--- src/rtl/mem_stage_v_pkg.sv ---
// Shared constants and types for the MEM pipeline stage.
package mem_stage_v_pkg;

  localparam int unsigned XLEN  = 32;
  localparam int unsigned RD_W  = 5;
  localparam int unsigned CNT_W = 16;

  localparam logic [2:0] F3_B  = 3'b000;
  localparam logic [2:0] F3_H  = 3'b001;
  localparam logic [2:0] F3_W  = 3'b010;
  localparam logic [2:0] F3_BU = 3'b100;
  localparam logic [2:0] F3_HU = 3'b101;

  localparam logic [1:0] ST_IDLE = 2'd0;
  localparam logic [1:0] ST_REQ  = 2'd1;
  localparam logic [1:0] ST_WAIT = 2'd2;
  localparam logic [1:0] ST_DONE = 2'd3;

  localparam logic [XLEN-1:0] MEM_ERR_DATA = 32'hDEADBEEF;

  // EX/MEM slot contents, held for the duration of a memory access
  typedef struct packed {
    logic [XLEN-1:0] pc;
    logic [XLEN-1:0] instr;
    logic [RD_W-1:0] rd;
    logic            mem_read;
    logic            mem_write;
    logic            reg_write;
    logic [XLEN-1:0] alu;
    logic [XLEN-1:0] store_data;
  } ex_slot_t;

endpackage

--- src/rtl/mem_stage_v_if.sv ---
// Data-memory request/ready/rvalid bus between the MEM stage and memory.
interface mem_stage_v_if;
  import mem_stage_v_pkg::*;

  logic            dmem_req;
  logic            dmem_we;
  logic [XLEN-1:0] dmem_addr;
  logic [XLEN-1:0] dmem_wdata;
  logic [3:0]      dmem_be;
  logic            dmem_ready;
  logic            dmem_rvalid;
  logic [XLEN-1:0] dmem_rdata;

  modport master (
    output dmem_req, dmem_we, dmem_addr, dmem_wdata, dmem_be,
    input  dmem_ready, dmem_rvalid, dmem_rdata
  );

  modport slave (
    input  dmem_req, dmem_we, dmem_addr, dmem_wdata, dmem_be,
    output dmem_ready, dmem_rvalid, dmem_rdata
  );
endinterface

--- src/rtl/mem_stage_v_align.sv ---
// Store lane replication / byte enables, load lane extract / extension,
// and detection of misaligned or illegal-funct3 memory operations.
module mem_align_v
  import mem_stage_v_pkg::*;
(
  input  logic [2:0]      funct3_i,
  input  logic [1:0]      addr_lo_i,
  input  logic            mem_read_i,
  input  logic            mem_write_i,
  input  logic [XLEN-1:0] store_data_i,
  input  logic [XLEN-1:0] rdata_i,
  output logic [XLEN-1:0] wdata_o,
  output logic [3:0]      be_o,
  output logic [XLEN-1:0] load_data_o,
  output logic            bad_o
);

  logic [7:0]  byte_v;
  logic [15:0] half_v;

  always_comb begin
    wdata_o     = store_data_i;
    be_o        = 4'b0000;
    load_data_o = '0;
    bad_o       = 1'b0;

    case (addr_lo_i)
      2'd0:    byte_v = rdata_i[7:0];
      2'd1:    byte_v = rdata_i[15:8];
      2'd2:    byte_v = rdata_i[23:16];
      default: byte_v = rdata_i[31:24];
    endcase
    half_v = addr_lo_i[1] ? rdata_i[31:16] : rdata_i[15:0];

    // An instruction claiming to both load and store is treated as illegal
    if (mem_read_i && mem_write_i) begin
      bad_o = 1'b1;
    end else if (mem_read_i) begin
      case (funct3_i)
        F3_B:    load_data_o = {{24{byte_v[7]}}, byte_v};
        F3_BU:   load_data_o = {24'd0, byte_v};
        F3_H: begin
          load_data_o = {{16{half_v[15]}}, half_v};
          bad_o       = addr_lo_i[0];
        end
        F3_HU: begin
          load_data_o = {16'd0, half_v};
          bad_o       = addr_lo_i[0];
        end
        F3_W: begin
          load_data_o = rdata_i;
          bad_o       = (addr_lo_i != 2'd0);
        end
        default: bad_o = 1'b1;
      endcase
    end else if (mem_write_i) begin
      case (funct3_i)
        F3_B: begin
          wdata_o = {4{store_data_i[7:0]}};
          be_o    = 4'b0001 << addr_lo_i;
        end
        F3_H: begin
          wdata_o = {2{store_data_i[15:0]}};
          be_o    = addr_lo_i[1] ? 4'b1100 : 4'b0011;
          bad_o   = addr_lo_i[0];
        end
        F3_W: begin
          be_o  = 4'b1111;
          bad_o = (addr_lo_i != 2'd0);
        end
        default: bad_o = 1'b1;
      endcase
    end
  end

endmodule

--- src/rtl/mem_stage_v.sv ---
// Pipeline MEM stage: ALU pass-through, variable-latency data-memory access
// with upstream stall, lane alignment and a watchdog on stuck accesses.
module mem_stage_v
  import mem_stage_v_pkg::*;
#(
  parameter int unsigned TIMEOUT_CYCLES = 255
) (
  input  logic              clk,
  input  logic              reset,

  input  logic              ex_isValid,
  input  logic [XLEN-1:0]   ex_pc,
  input  logic [XLEN-1:0]   ex_instr,
  input  logic [RD_W-1:0]   ex_rd,
  input  logic              ex_mem_read,
  input  logic              ex_mem_write,
  input  logic              ex_reg_write,
  input  logic [XLEN-1:0]   ex_aluResult,
  input  logic [XLEN-1:0]   ex_storeData,

  output logic              mem_stall,
  mem_stage_v_if.master     dmem,

  output logic              mem_isValid,
  output logic [XLEN-1:0]   mem_pc,
  output logic [XLEN-1:0]   mem_instr,
  output logic [RD_W-1:0]   mem_rd,
  output logic              mem_mem_read,
  output logic              mem_mem_write,
  output logic              mem_reg_write,
  output logic [XLEN-1:0]   mem_aluResult,
  output logic [XLEN-1:0]   mem_memResult,
  output logic              mem_err
);

  localparam logic [CNT_W-1:0] CNT_LAST = CNT_W'(TIMEOUT_CYCLES - 1);

  logic [1:0]       state_q, state_d;
  ex_slot_t         slot_q, slot_d;
  logic [XLEN-1:0]  result_q, result_d;
  logic             err_q, err_d;
  logic [CNT_W-1:0] cnt_q, cnt_d;

  ex_slot_t         ex_slot;
  ex_slot_t         sel_slot;
  logic [XLEN-1:0]  al_wdata;
  logic [3:0]       al_be;
  logic [XLEN-1:0]  al_load;
  logic             al_bad;
  logic             expire;
  logic [CNT_W-1:0] cnt_inc;

  logic             bus_req;
  logic             out_valid;
  logic             out_err;
  logic [XLEN-1:0]  out_result;

  // In IDLE everything comes straight from EX/MEM; otherwise from the latch
  always_comb begin
    ex_slot.pc         = ex_pc;
    ex_slot.instr      = ex_instr;
    ex_slot.rd         = ex_rd;
    ex_slot.mem_read   = ex_mem_read;
    ex_slot.mem_write  = ex_mem_write;
    ex_slot.reg_write  = ex_reg_write;
    ex_slot.alu        = ex_aluResult;
    ex_slot.store_data = ex_storeData;
    sel_slot           = (state_q == ST_IDLE) ? ex_slot : slot_q;
  end

  mem_align_v u_align (
    .funct3_i     (sel_slot.instr[14:12]),
    .addr_lo_i    (sel_slot.alu[1:0]),
    .mem_read_i   (sel_slot.mem_read),
    .mem_write_i  (sel_slot.mem_write),
    .store_data_i (sel_slot.store_data),
    .rdata_i      (dmem.dmem_rdata),
    .wdata_o      (al_wdata),
    .be_o         (al_be),
    .load_data_o  (al_load),
    .bad_o        (al_bad)
  );

  assign expire  = (cnt_q == CNT_LAST);
  assign cnt_inc = cnt_q + CNT_W'(1);

  always_ff @(posedge clk) begin
    if (reset) begin
      state_q  <= ST_IDLE;
      slot_q   <= '0;
      result_q <= '0;
      err_q    <= 1'b0;
      cnt_q    <= '0;
    end else begin
      state_q  <= state_d;
      slot_q   <= slot_d;
      result_q <= result_d;
      err_q    <= err_d;
      cnt_q    <= cnt_d;
    end
  end

  always_comb begin
    state_d    = state_q;
    slot_d     = slot_q;
    result_d   = result_q;
    err_d      = err_q;
    cnt_d      = cnt_q;
    mem_stall  = 1'b0;
    bus_req    = 1'b0;
    out_valid  = 1'b0;
    out_err    = 1'b0;
    out_result = '0;

    case (state_q)
      ST_IDLE: begin
        if (ex_isValid) begin
          if (!ex_mem_read && !ex_mem_write) begin
            out_valid = 1'b1;
          end else if (al_bad) begin
            out_valid = 1'b1;
            out_err   = 1'b1;
          end else begin
            mem_stall = 1'b1;
            bus_req   = 1'b1;
            slot_d    = ex_slot;
            result_d  = '0;
            err_d     = 1'b0;
            cnt_d     = '0;
            state_d   = dmem.dmem_ready ? ST_WAIT : ST_REQ;
          end
        end
      end
      ST_REQ: begin
        mem_stall = 1'b1;
        cnt_d     = cnt_inc;
        // Request is withdrawn in the expiring cycle so it cannot be accepted
        if (expire) begin
          err_d    = 1'b1;
          result_d = MEM_ERR_DATA;
          state_d  = ST_DONE;
        end else begin
          bus_req = 1'b1;
          if (dmem.dmem_ready) state_d = ST_WAIT;
        end
      end
      ST_WAIT: begin
        mem_stall = 1'b1;
        cnt_d     = cnt_inc;
        if (dmem.dmem_rvalid) begin
          result_d = slot_q.mem_read ? al_load : '0;
          state_d  = ST_DONE;
        end else if (expire) begin
          err_d    = 1'b1;
          result_d = MEM_ERR_DATA;
          state_d  = ST_DONE;
        end
      end
      ST_DONE: begin
        out_valid  = 1'b1;
        out_err    = err_q;
        out_result = result_q;
        state_d    = ST_IDLE;
      end
      default: state_d = ST_IDLE;
    endcase

    dmem.dmem_req   = bus_req;
    dmem.dmem_we    = bus_req & sel_slot.mem_write;
    dmem.dmem_addr  = bus_req ? {sel_slot.alu[XLEN-1:2], 2'b00} : '0;
    dmem.dmem_wdata = bus_req ? al_wdata : '0;
    dmem.dmem_be    = bus_req ? al_be : 4'b0000;

    mem_isValid   = out_valid;
    mem_pc        = out_valid ? sel_slot.pc : '0;
    mem_instr     = out_valid ? sel_slot.instr : '0;
    mem_rd        = out_valid ? sel_slot.rd : '0;
    mem_mem_read  = out_valid & sel_slot.mem_read;
    mem_mem_write = out_valid & sel_slot.mem_write;
    mem_reg_write = out_valid & sel_slot.reg_write & ~out_err;
    mem_aluResult = out_valid ? sel_slot.alu : '0;
    mem_memResult = out_result;
    mem_err       = out_valid & out_err;
  end

endmodule

--- src/flat_wrapper.sv ---
// flat-port wrapper written by rule: the top's interface ports become plain ports
module mem_stage_v_flat import mem_stage_v_pkg::*;
#(
  parameter int unsigned TIMEOUT_CYCLES = 255
)
  (clk, reset, ex_isValid, ex_pc, ex_instr, ex_rd, ex_mem_read, ex_mem_write, ex_reg_write, ex_aluResult, ex_storeData, mem_stall, mem_isValid, mem_pc, mem_instr, mem_rd, mem_mem_read, mem_mem_write, mem_reg_write, mem_aluResult, mem_memResult, mem_err, dmem_dmem_req, dmem_dmem_we, dmem_dmem_addr, dmem_dmem_wdata, dmem_dmem_be, dmem_dmem_ready, dmem_dmem_rvalid, dmem_dmem_rdata);
  mem_stage_v_if dmem_i ();
  input  logic clk;
  input  logic reset;
  input  logic ex_isValid;
  input  logic [XLEN-1:0] ex_pc;
  input  logic [XLEN-1:0] ex_instr;
  input  logic [RD_W-1:0] ex_rd;
  input  logic ex_mem_read;
  input  logic ex_mem_write;
  input  logic ex_reg_write;
  input  logic [XLEN-1:0] ex_aluResult;
  input  logic [XLEN-1:0] ex_storeData;
  output logic mem_stall;
  output logic mem_isValid;
  output logic [XLEN-1:0] mem_pc;
  output logic [XLEN-1:0] mem_instr;
  output logic [RD_W-1:0] mem_rd;
  output logic mem_mem_read;
  output logic mem_mem_write;
  output logic mem_reg_write;
  output logic [XLEN-1:0] mem_aluResult;
  output logic [XLEN-1:0] mem_memResult;
  output logic mem_err;
  output wire logic [$bits(dmem_i.dmem_req)-1:0] dmem_dmem_req;
  output wire logic [$bits(dmem_i.dmem_we)-1:0] dmem_dmem_we;
  output wire logic [$bits(dmem_i.dmem_addr)-1:0] dmem_dmem_addr;
  output wire logic [$bits(dmem_i.dmem_wdata)-1:0] dmem_dmem_wdata;
  output wire logic [$bits(dmem_i.dmem_be)-1:0] dmem_dmem_be;
  input wire logic [$bits(dmem_i.dmem_ready)-1:0] dmem_dmem_ready;
  input wire logic [$bits(dmem_i.dmem_rvalid)-1:0] dmem_dmem_rvalid;
  input wire logic [$bits(dmem_i.dmem_rdata)-1:0] dmem_dmem_rdata;
  assign dmem_dmem_req = dmem_i.dmem_req;
  assign dmem_dmem_we = dmem_i.dmem_we;
  assign dmem_dmem_addr = dmem_i.dmem_addr;
  assign dmem_dmem_wdata = dmem_i.dmem_wdata;
  assign dmem_dmem_be = dmem_i.dmem_be;
  assign dmem_i.dmem_ready = dmem_dmem_ready;
  assign dmem_i.dmem_rvalid = dmem_dmem_rvalid;
  assign dmem_i.dmem_rdata = dmem_dmem_rdata;
  mem_stage_v #(.TIMEOUT_CYCLES(TIMEOUT_CYCLES)) u_core (.clk(clk), .reset(reset), .ex_isValid(ex_isValid), .ex_pc(ex_pc), .ex_instr(ex_instr), .ex_rd(ex_rd), .ex_mem_read(ex_mem_read), .ex_mem_write(ex_mem_write), .ex_reg_write(ex_reg_write), .ex_aluResult(ex_aluResult), .ex_storeData(ex_storeData), .mem_stall(mem_stall), .dmem(dmem_i), .mem_isValid(mem_isValid), .mem_pc(mem_pc), .mem_instr(mem_instr), .mem_rd(mem_rd), .mem_mem_read(mem_mem_read), .mem_mem_write(mem_mem_write), .mem_reg_write(mem_reg_write), .mem_aluResult(mem_aluResult), .mem_memResult(mem_memResult), .mem_err(mem_err));
endmodule
--- config.mk ---
export PLATFORM = sky130hd
export DESIGN_NAME = mem_stage_v_flat
export DESIGN_NICKNAME = d
export VERILOG_FILES = /design/src/rtl/mem_stage_v_pkg.sv /design/src/rtl/mem_stage_v_if.sv /design/src/rtl/mem_stage_v_align.sv /design/src/rtl/mem_stage_v.sv /design/src/flat_wrapper.sv
export SDC_FILE = /design/constraint.sdc
export NUM_CORES = 1
export LEC_CHECK = 0
export BUFFER_PORTS_ARGS = -buffer_cell sky130_fd_sc_hd__buf_2
export CELL_PAD_IN_SITES_DETAIL_PLACEMENT = 1
export CELL_PAD_IN_SITES_GLOBAL_PLACEMENT = 1
export CORE_MARGIN = 4
export CORE_UTILIZATION = 37
export CTS_BUF_LIST = sky130_fd_sc_hd__clkbuf_4
export DETAILED_ROUTE_END_ITERATION = 8
export PLACE_DENSITY_LB_ADDON = 0.1
export SLEW_MARGIN = 20
export SYNTH_ARGS = -nofsm -noshare
export SYNTH_HDL_FRONTEND = slang
export SYNTH_SLANG_ARGS = --single-unit
--- constraint.sdc ---
create_clock -name clk -period 3.9 [get_ports clk]
set_clock_uncertainty 0.1 [all_clocks]
set_input_delay 0.195 -clock clk [delete_from_list [all_inputs] [get_ports clk]]
set_output_delay 0.195 -clock clk [all_outputs]
set_load 0.05 [all_outputs]
==> metrics.md, run 1 <==
| Metric | Value |
|---|---|
| Worst Max-Slew Pin Slew | `0.8977 ns` |
| Async set-or-reset flop fraction in the synthesized netlist | `0%` |
| Leakage power | `7.176 nW` |
| Clk sink count | `187` |
| Register share of total power | `19.9%` |
| Clock Tree Buf Depth | `2` |
| Multi-input logic area | `6837 sq um` |
| Crit path capture type | `output port` |
| Fraction of layout cells with a size suffix above 1 | `26.43%` |
| DIE HEIGHT | `180.9 microns` |
| CP arrival | `3.56 ns` |
| Startpoint types | `register` |
| Most common flop cell mapped by yosys | `dfxtp_1` |
| Die area | `32710 sq um` |
| Status | `completed` |
| Final critical-path share of the clock period | `98.76%` |
| Final setup violation count | `0` |
| FF+latch area | `3745 sq um` |
| WL final | `48290 microns` |
| Sw Pwr | `6.784 mW` |
| GRT Total Usage | `27.72%` |
| WS Path Type | `reg2out` |
| DP HPWL | `30420 microns` |
| Residual DRC count | `0` |
| Die width | `180.9 microns` |
| Syn avg cell area | `7.582 sq um` |
| Slew HR | `40.03%` |
| Highest Clock Rate | `259.6 MHz` |
| Buffers on Ports | `379` |
| Starting Density | `37.40%` |
| RSZ-0062 raised after global routing | `yes` |
| CTS root buffer | `clkbuf_4` |
| Crit-path max FO | `38` |
| Routed wire length per instance | `20.37 microns` |
| Total of max-cap violations | `0` |
| WP data required | `3.61 ns` |
| Largest net degree at the start of global routing | `80` |
| Post-Syn Instances | `1458` |
| Global placement routability congestion | `0.8633` |
| CTS tree | `built` |
| Fin crit period | `3.852 ns` |
| Most common cell after layout, fill and taps aside | `buf_2` |
| Global-route wire length before repair | `74220 microns` |
| Top Ports | `382` |
| Most frequent cells in the layout | `buf_2 (367), nand2_1 (295), dlygate4sd3_1 (188), nor2_1 (186), dfxtp_1 (186)` |
| Cell Area, Synth | `11050 sq um` |
| Endpoints failing hold | `0` |
| Worst Hold Class | `in2reg` |
| Filler instances | `3747` |
| DR iter-0 viols | `731` |
| Core area | `29560 sq um` |
| VDD IR-drop max | `0.0005478 V` |
| EDFF count, synth | `0` |
| P_int | `5.076 mW` |
| Final Hold Slack | `0.2182 ns` |
| Switching share of power | `57.20%` |
| Layout area overhead | `41.65%` |
| Yosys warning count | `0` |
| Clk pwr share | `9.3%` |
| Vias per cell | `5.447` |
| Antenna violations before repair | `6` |
| Power Dens Cells | `757.4 nW/um^2` |
| Gate power share | `70.8%` |
| CTS buffer count | `17` |
| Post-Place Cells | `2130` |
| Final Non-Filler Cells | `2371` |
| Vias | `12910` |
| H-tree lvl count | `4` |
| Nets | `2142` |
| Seq/Total Area, Yosys | `33.87%` |
| Clock Latency Late Sink | `0.66 ns` |
| Number of distinct library cells after synthesis | `79` |
| Setup tns final | `0 ns` |
| Gr ovfl total | `0` |
| Register bit count reported by yosys | `187` |
| Reg clk slew, reported paths | `0.17 ns` |
| Row Count | `63` |
| Antenna viol nets, final | `0` |
| Drt pass-1 iters | `5` |
| Vias in the first global route | `13600` |
| Max Slew Vio Count | `0` |
==> routing by layer <==
metal	global-route usage, %	up-vias	share of wire [%]	wire (microns)
met5	0	-	0	0
li1	-	6075	-	-
met4	10.34	0	3.4	1632
met3	5.355	100	4.9	2345
met2	48.74	408	50	24270
met1	33.55	6331	41	20040
==> cell type report <==
| class | count | area share [%] |
|---|---|---|
| inverters | 12 | 0.3116 |
| well taps | 390 | 3.116 |
| clock inverters | 12 | 0.7591 |
| flip-flops and latches | 187 | 23.92 |
| multi-input cells | 1136 | 43.66 |
| diodes | 6 | 0.09588 |
| repair buffers | 608 | 27.18 |
| clock buffers | 20 | 0.9588 |
==> synthesized netlist by cell type (all sizes together) (6+ instances only) <==
| library cell | count | area (sq um) |
|---|---|---|
| inv | 11 | 41.29 |
| nor2 | 189 | 714.4 |
| a211oi | 25 | 187.7 |
| or2 | 6 | 40.04 |
| and2 | 36 | 227.7 |
| mux2i | 125 | 1251 |
| and3 | 9 | 56.30 |
| nor3b | 8 | 60.06 |
| nand3 | 20 | 100.1 |
| a221oi | 9 | 85.08 |
| dfxtp | 187 | 3744 |
| ha | 7 | 87.58 |
| o22ai | 13 | 81.33 |
| a222oi | 7 | 70.07 |
| nor2b | 13 | 81.33 |
| mux2 | 7 | 78.83 |
| o221a | 12 | 135.1 |
| nand2b | 9 | 56.30 |
| clkbuf | 66 | 247.7 |
| o21ai | 12 | 60.05 |
| a21o | 8 | 60.06 |
| nor3 | 12 | 60.06 |
| buf | 59 | 342.8 |
| xor2 | 10 | 87.58 |
| nand2 | 296 | 1111 |
| o21a | 16 | 120.1 |
| o2bb2ai | 26 | 290.3 |
| a21oi | 185 | 937.2 |
| a31oi | 9 | 56.30 |
==> registers in the layout (all words and copies together) (netlist names) <==
signal / count
u_core.slot_q: 136
u_core.result_q: 32
u_core.state_q: 2
u_core.cnt_q: 16
u_core.err_q: 1
==> worst paths after layout <==
check	start	endpoint	slack [ns]	depth (start not counted)
setup reg to reg	u_core.state_q[1]	u_core.slot_q[97]	0.30	11
hold reg to reg	u_core.slot_q[10]	u_core.slot_q[10]	0.36	2
hold / removal	ex_storeData[22]	u_core.slot_q[22]	0.22	4
setup / recovery	u_core.state_q[1]	mem_pc[12]	0.05	12
==> worst max-delay path: stages, from the launching register on <==
cell and delay [ns]:
dfxtp_1 0.46, inv_1 0.12, ha_4 0.22, clkbuf_4 0.21
nor4b_2 0.19, o22ai_2 0.31, nand3_2 0.20, o21ai_4 0.17
o31ai_4 0.11, buf_4 0.17, clkbuf_16 0.21, nor2_1 0.21
buf_2 0.30
==> power groups by stage <==
stage	registers, mW	logic, mW	clock network (mW)
2_1_floorplan	2.32	5.83	0
3_5_place_dp	2.39	7.64	0
4_1_cts	2.35	7.95	1.14
5_1_grt	2.39	8.90	1.20
6_report	2.36	8.40	1.10
3_3_place_gp	2.37	7.58	0
==> per-stage QoR <==
stage          utilization [%]  setup WS [ns]  power (mW)  cell area (sq um)
3_5_place_dp             44.52         0.3665       10.03              13160
4_1_cts                  52.00       0.001544       11.44              15370
5_1_grt                  52.97        -0.1399       12.50              15660
6_report                 52.97        0.04819       11.86              15660
3_3_place_gp             44.52         0.4755       9.948              13160
2_1_floorplan                -         0.1249       8.146              11060
==> cell families after synthesis <==
family,after synthesis,share of synthesized area (%)
AOI/OAI and AO/OA,359,21.98
DFF,187,33.87
buffers and inverters,137,5.750
muxes,133,12.24
other,1,0.03392
adders and majority gates,7,0.7923
xor gates and xnor gates,13,1.030
and+or+nand+nor,621,24.31
==> what timing repair did <==
action | in CTS | in global routing
endpoints found under the setup margin | 163 | 171
endpoints found under the hold margin | 171 | 0
buffers inserted | 2 | 9
cloned | 1 | 3
hold buffers | 188 | 0
gates resized for setup | 2 | 38
pin swaps | 2 | 4
Power figures use the tool's default switching activity.
==> inputs of run 2 (changes only) <==
ABC_AREA = 1   (was unset)
CORE_UTILIZATION = 35   (was 37)
==> metrics.md, run 2 <==
| Metric | Value |
|---|---|
| Async set-or-reset flop fraction in the synthesized netlist | `0% (unchanged)` |
| Buffers on Ports | `379 (unchanged)` |
| Reg with most FFs | `u_core.slot_q` |
| Global-route wire length before repair | `76820 microns (+3.5%)` |
| Highest Clock Rate | `268.5 MHz (+3.4%)` |
| Worst Hold Class | `in2reg` |
| Vias per cell | `5.092 (-6.5%)` |
| Routed wire length per instance | `18.26 microns (-10%)` |
| Endpoints failing hold | `0 (unchanged)` |
| Reg clk slew, reported paths | `0.17 ns (about the same)` |
| Max Slew Vio Count | `0 (unchanged)` |
| Core area | `32700 sq um (+11%)` |
| Worst setup path end | `mem_instr[5]` |
| Leakage power | `7.610 nW (+6.0%)` |
| Register bit count reported by yosys | `187 (unchanged)` |
| Total of max-cap violations | `0 (unchanged)` |
| Yosys top cell area share | `32.08% (-1.8 points)` |
| Count leader, synth | `nand2_1` |
| WS Path Type | `reg2out` |
| Post-Syn Instances | `1945 (+33%)` |
| Register share of total power | `21.2% (+1.3 points)` |
| Sw Pwr | `7.533 mW (+11%)` |
| Max FFs per register | `136 (unchanged)` |
| Startpoint types | `register` |
| Layout area overhead | `36.55%` |
| Yosys warning count | `0 (unchanged)` |
| WP data required | `3.61 ns (about the same)` |
| Antenna viol nets, final | `0 (unchanged)` |
| Antenna violations before repair | `8 (+2)` |
| Internal reg-to-reg setup slack | `0.59 ns (+0.29 ns)` |
| Final setup violation count | `0 (unchanged)` |
| Crit path from | `u_core.state_q[1]` |
| Fraction of layout cells with a size suffix above 1 | `21.13% (-5.3 points)` |
| Slowest cell on the critical path | `dfxtp_2` |
| Global placement routability congestion | `0.8933 (+3.5%)` |
| DR iter-0 viols | `707 (-3.3%)` |
| GRT Total Usage | `26.01% (-1.7 points)` |
| VDD IR-drop max | `0.0003994 V (-27%)` |
| CTS root buffer | `clkbuf_4` |
| Status | `completed` |
| CP top delay family | `simple AND/OR/NAND/NOR gates` |
| Reg2Reg Depth | `16 (+5)` |
| Crit path capture type | `output port` |
| DP HPWL | `33070 microns (+8.7%)` |
| Power Dens Cells | `790.8 nW/um^2 (+4.4%)` |
| Switching share of power | `59.78% (+2.6 points)` |
| Top Registers | `u_core.slot_q (136), u_core.result_q (32), u_core.cnt_q (16)` |
| Buf+Inv Stages, Crit Path | `4 (-1)` |
| Worst reg2reg path endpoint | `u_core.result_q[21]` |
| Tot Pwr | `12.60 mW (+6.3%)` |
| Cells along the critical path | `inv_2 -> ha_4 -> inv_6 -> nand2_1 -> nand2_2 -> nor2_2 -> nor2_2 -> nor2_1 -> nand2_1 -> nand2_2 -> nand3_2 -> nand3_1 -> nand2_4 -> nand2_8 -> buf_12 -> nor2_1 -> buf_6` |
| P_int | `5.069 mW (-0.13%)` |
| Row Count | `66 (+4.8%)` |
| Most common cell after layout, fill and taps aside | `nand2_1` |
| Largest net degree at the start of global routing | `208 (+160%)` |
| Final critical-path share of the clock period | `95.50% (-3.3 points)` |
| Top Ports | `382 (unchanged)` |
| Number of distinct library cells after synthesis | `39 (-51%)` |
| Cell Area, Synth | `11670 sq um (+5.6%)` |
| Worst Max-Slew Pin Slew | `1.066 ns (+0.1682 ns)` |
| Clock Tree Buf Depth | `2 (unchanged)` |
| Nets | `2566 (+20%)` |
| Vias | `14510 (+12%)` |
| Gr ovfl total | `0 (unchanged)` |
| Drt pass-1 iters | `5 (unchanged)` |
| Synth top area cells | `dfxtp_1 (32%), nand2_1 (14%), o21ai_0 (12%)` |
| Slew HR | `28.71% (-11 points)` |
| Starting Density | `35.69% (-1.7 points)` |
| Critical R2R Launch | `u_core.state_q[1]` |
| CP arrival | `3.43 ns (-0.13 ns)` |
| Clk sink count | `187 (unchanged)` |
| Most common flop cell mapped by yosys | `dfxtp_1` |
| Most frequent cells in the layout | `nand2_1 (435), buf_2 (307), o21ai_0 (280), nor2_1 (235)` |
| Vias in the first global route | `14410 (+5.9%)` |
| Die width | `190.6 microns (+5.4%)` |
| EDFF count, synth | `0 (unchanged)` |
| Max stage delay on crit path | `0.40 ns (-0.06 ns)` |
| DIE HEIGHT | `190.6 microns (+5.4%)` |
| Crit-path max FO | `14 (-63%)` |
| Syn avg cell area | `6.001 sq um (-21%)` |
| Filler instances | `4511 (+20%)` |
| Synth top cells by count | `nand2_1 (439), o21ai_0 (282), nor2_1 (249), inv_1 (235), a21oi_1 (234)` |
| H-tree lvl count | `4 (unchanged)` |
| Gate power share | `70.3% (-0.5 points)` |
| Seq/Total Area, Yosys | `32.08% (-1.8 points)` |
| Clock Latency Late Sink | `0.62 ns (-0.04 ns)` |
| Fin crit period | `3.724 ns (-0.1274 ns)` |
| Final Hold Slack | `0.09018 ns (-0.1280 ns)` |
| Clk pwr share | `8.5% (-0.8 points)` |
| Synth area leader | `dfxtp_1` |
| Residual DRC count | `0 (unchanged)` |
| Stages on the worst setup path | `17 (+5)` |
| Die area | `36330 sq um (+11%)` |
| CTS tree | `built` |
| WL final | `52020 microns (+7.7%)` |
| CTS buffer count | `17 (unchanged)` |
run 2: cell type report:
| type | count | area, sq um | share of cell area, % |
|---|---|---|---|
| repair buffers | 560 | 4018 | 25.21 |
| clock inverters | 14 | 125.1 | 0.7851 |
| clock buffers | 18 | 135.1 | 0.8479 |
| well taps | 442 | 553.0 | 3.470 |
| multi-input cells | 1379 | 6424 | 40.31 |
| diodes | 8 | 20.02 | 0.1256 |
| flip-flops and latches | 187 | 3746 | 23.51 |
| inverters | 241 | 915.9 | 5.747 |
run 2: how the worst min path moves through the flow:
| stage | start | end | slack, ns | cells past startpoint |
|---|---|---|---|---|
| after floorplan | ex_instr[25] | u_core.slot_q[97] | 0.27 | 2 |
| after global placement | u_core.slot_q[24] | u_core.slot_q[24] | 0.33 | 2 |
| after detailed placement | u_core.slot_q[14] | u_core.slot_q[14] | 0.34 | 2 |
| after CTS | dmem_dmem_rdata[1] | u_core.result_q[1] | 0.009 | 7 |
| after global routing | dmem_dmem_rdata[0] | u_core.result_q[0] | 0.09 | 7 |
| final | dmem_dmem_rdata[0] | u_core.result_q[0] | 0.09 | 7 |
run 2: layer usage:
layer  routed length, microns  share of wire [%]  GRT usage [%]
met1                    21910                 42          32.08
met2                    25660                 49          45.59
met3                     2592                5.0          4.229
met4                     1859                3.6          9.807
met5                        0                  0              0
run 2: tightest hold or removal path: stages:
cell and delay (ns):
buf_2 0.12, a21oi_1 0.08, nand2_1 0.06, nand2_1 0.05
nand2_1 0.06, nand3_1 0.07, a21oi_1 0.12
run 2: kinds of logic after synthesis:
| family | share of synthesized area [%] |
|---|---|
| other | 0.03213 |
| XOR/XNOR | 0.9005 |
| AO/OA/AOI/OAI | 24.25 |
| buffers and inverters | 14.27 |
| AND/OR/NAND/NOR | 27.72 |
| flip-flops | 32.08 |
| adder cells (fa/ha/maj) | 0.7504 |
run 2: what timing repair did:
item                                    4_1_cts  5_1_grt
setup buffers                                 4        3
hold endpoints to repair                    145        0
pin swaps                                     0        1
gates resized for setup                      27      147
endpoints found under the setup margin      168      155
gates cloned                                  1        7
hold buffers                                148        0
run 2: power by group through the flow:
stage                     sequential, mW  clock [mW]  combinational [mW]
after floorplan                     2.66           0                6.19
after global routing                2.73        1.17                9.56
after global placement              2.68           0                7.83
after CTS                           2.66        1.12                8.29
after detailed placement            2.71           0                7.97
final                               2.68        1.07                8.86
run 2: per-stage QoR:
step | cells | instance area, sq um | TNS (ns) | util (%) | setup slack [ns]
finish | 2849 | 15940 | 0 | 48.73 | 0.1756
global route | 2849 | 15940 | -0.4180 | 48.73 | -0.09370
CTS | 2831 | 15490 | 0 | 47.36 | 0.004768
detailed placement | 2646 | 13610 | 0 | 41.61 | 0.2028
global placement | 2646 | 13600 | 0 | 41.60 | 0.2648
floorplan | 1946 | 11670 | 0 | - | 0.4619
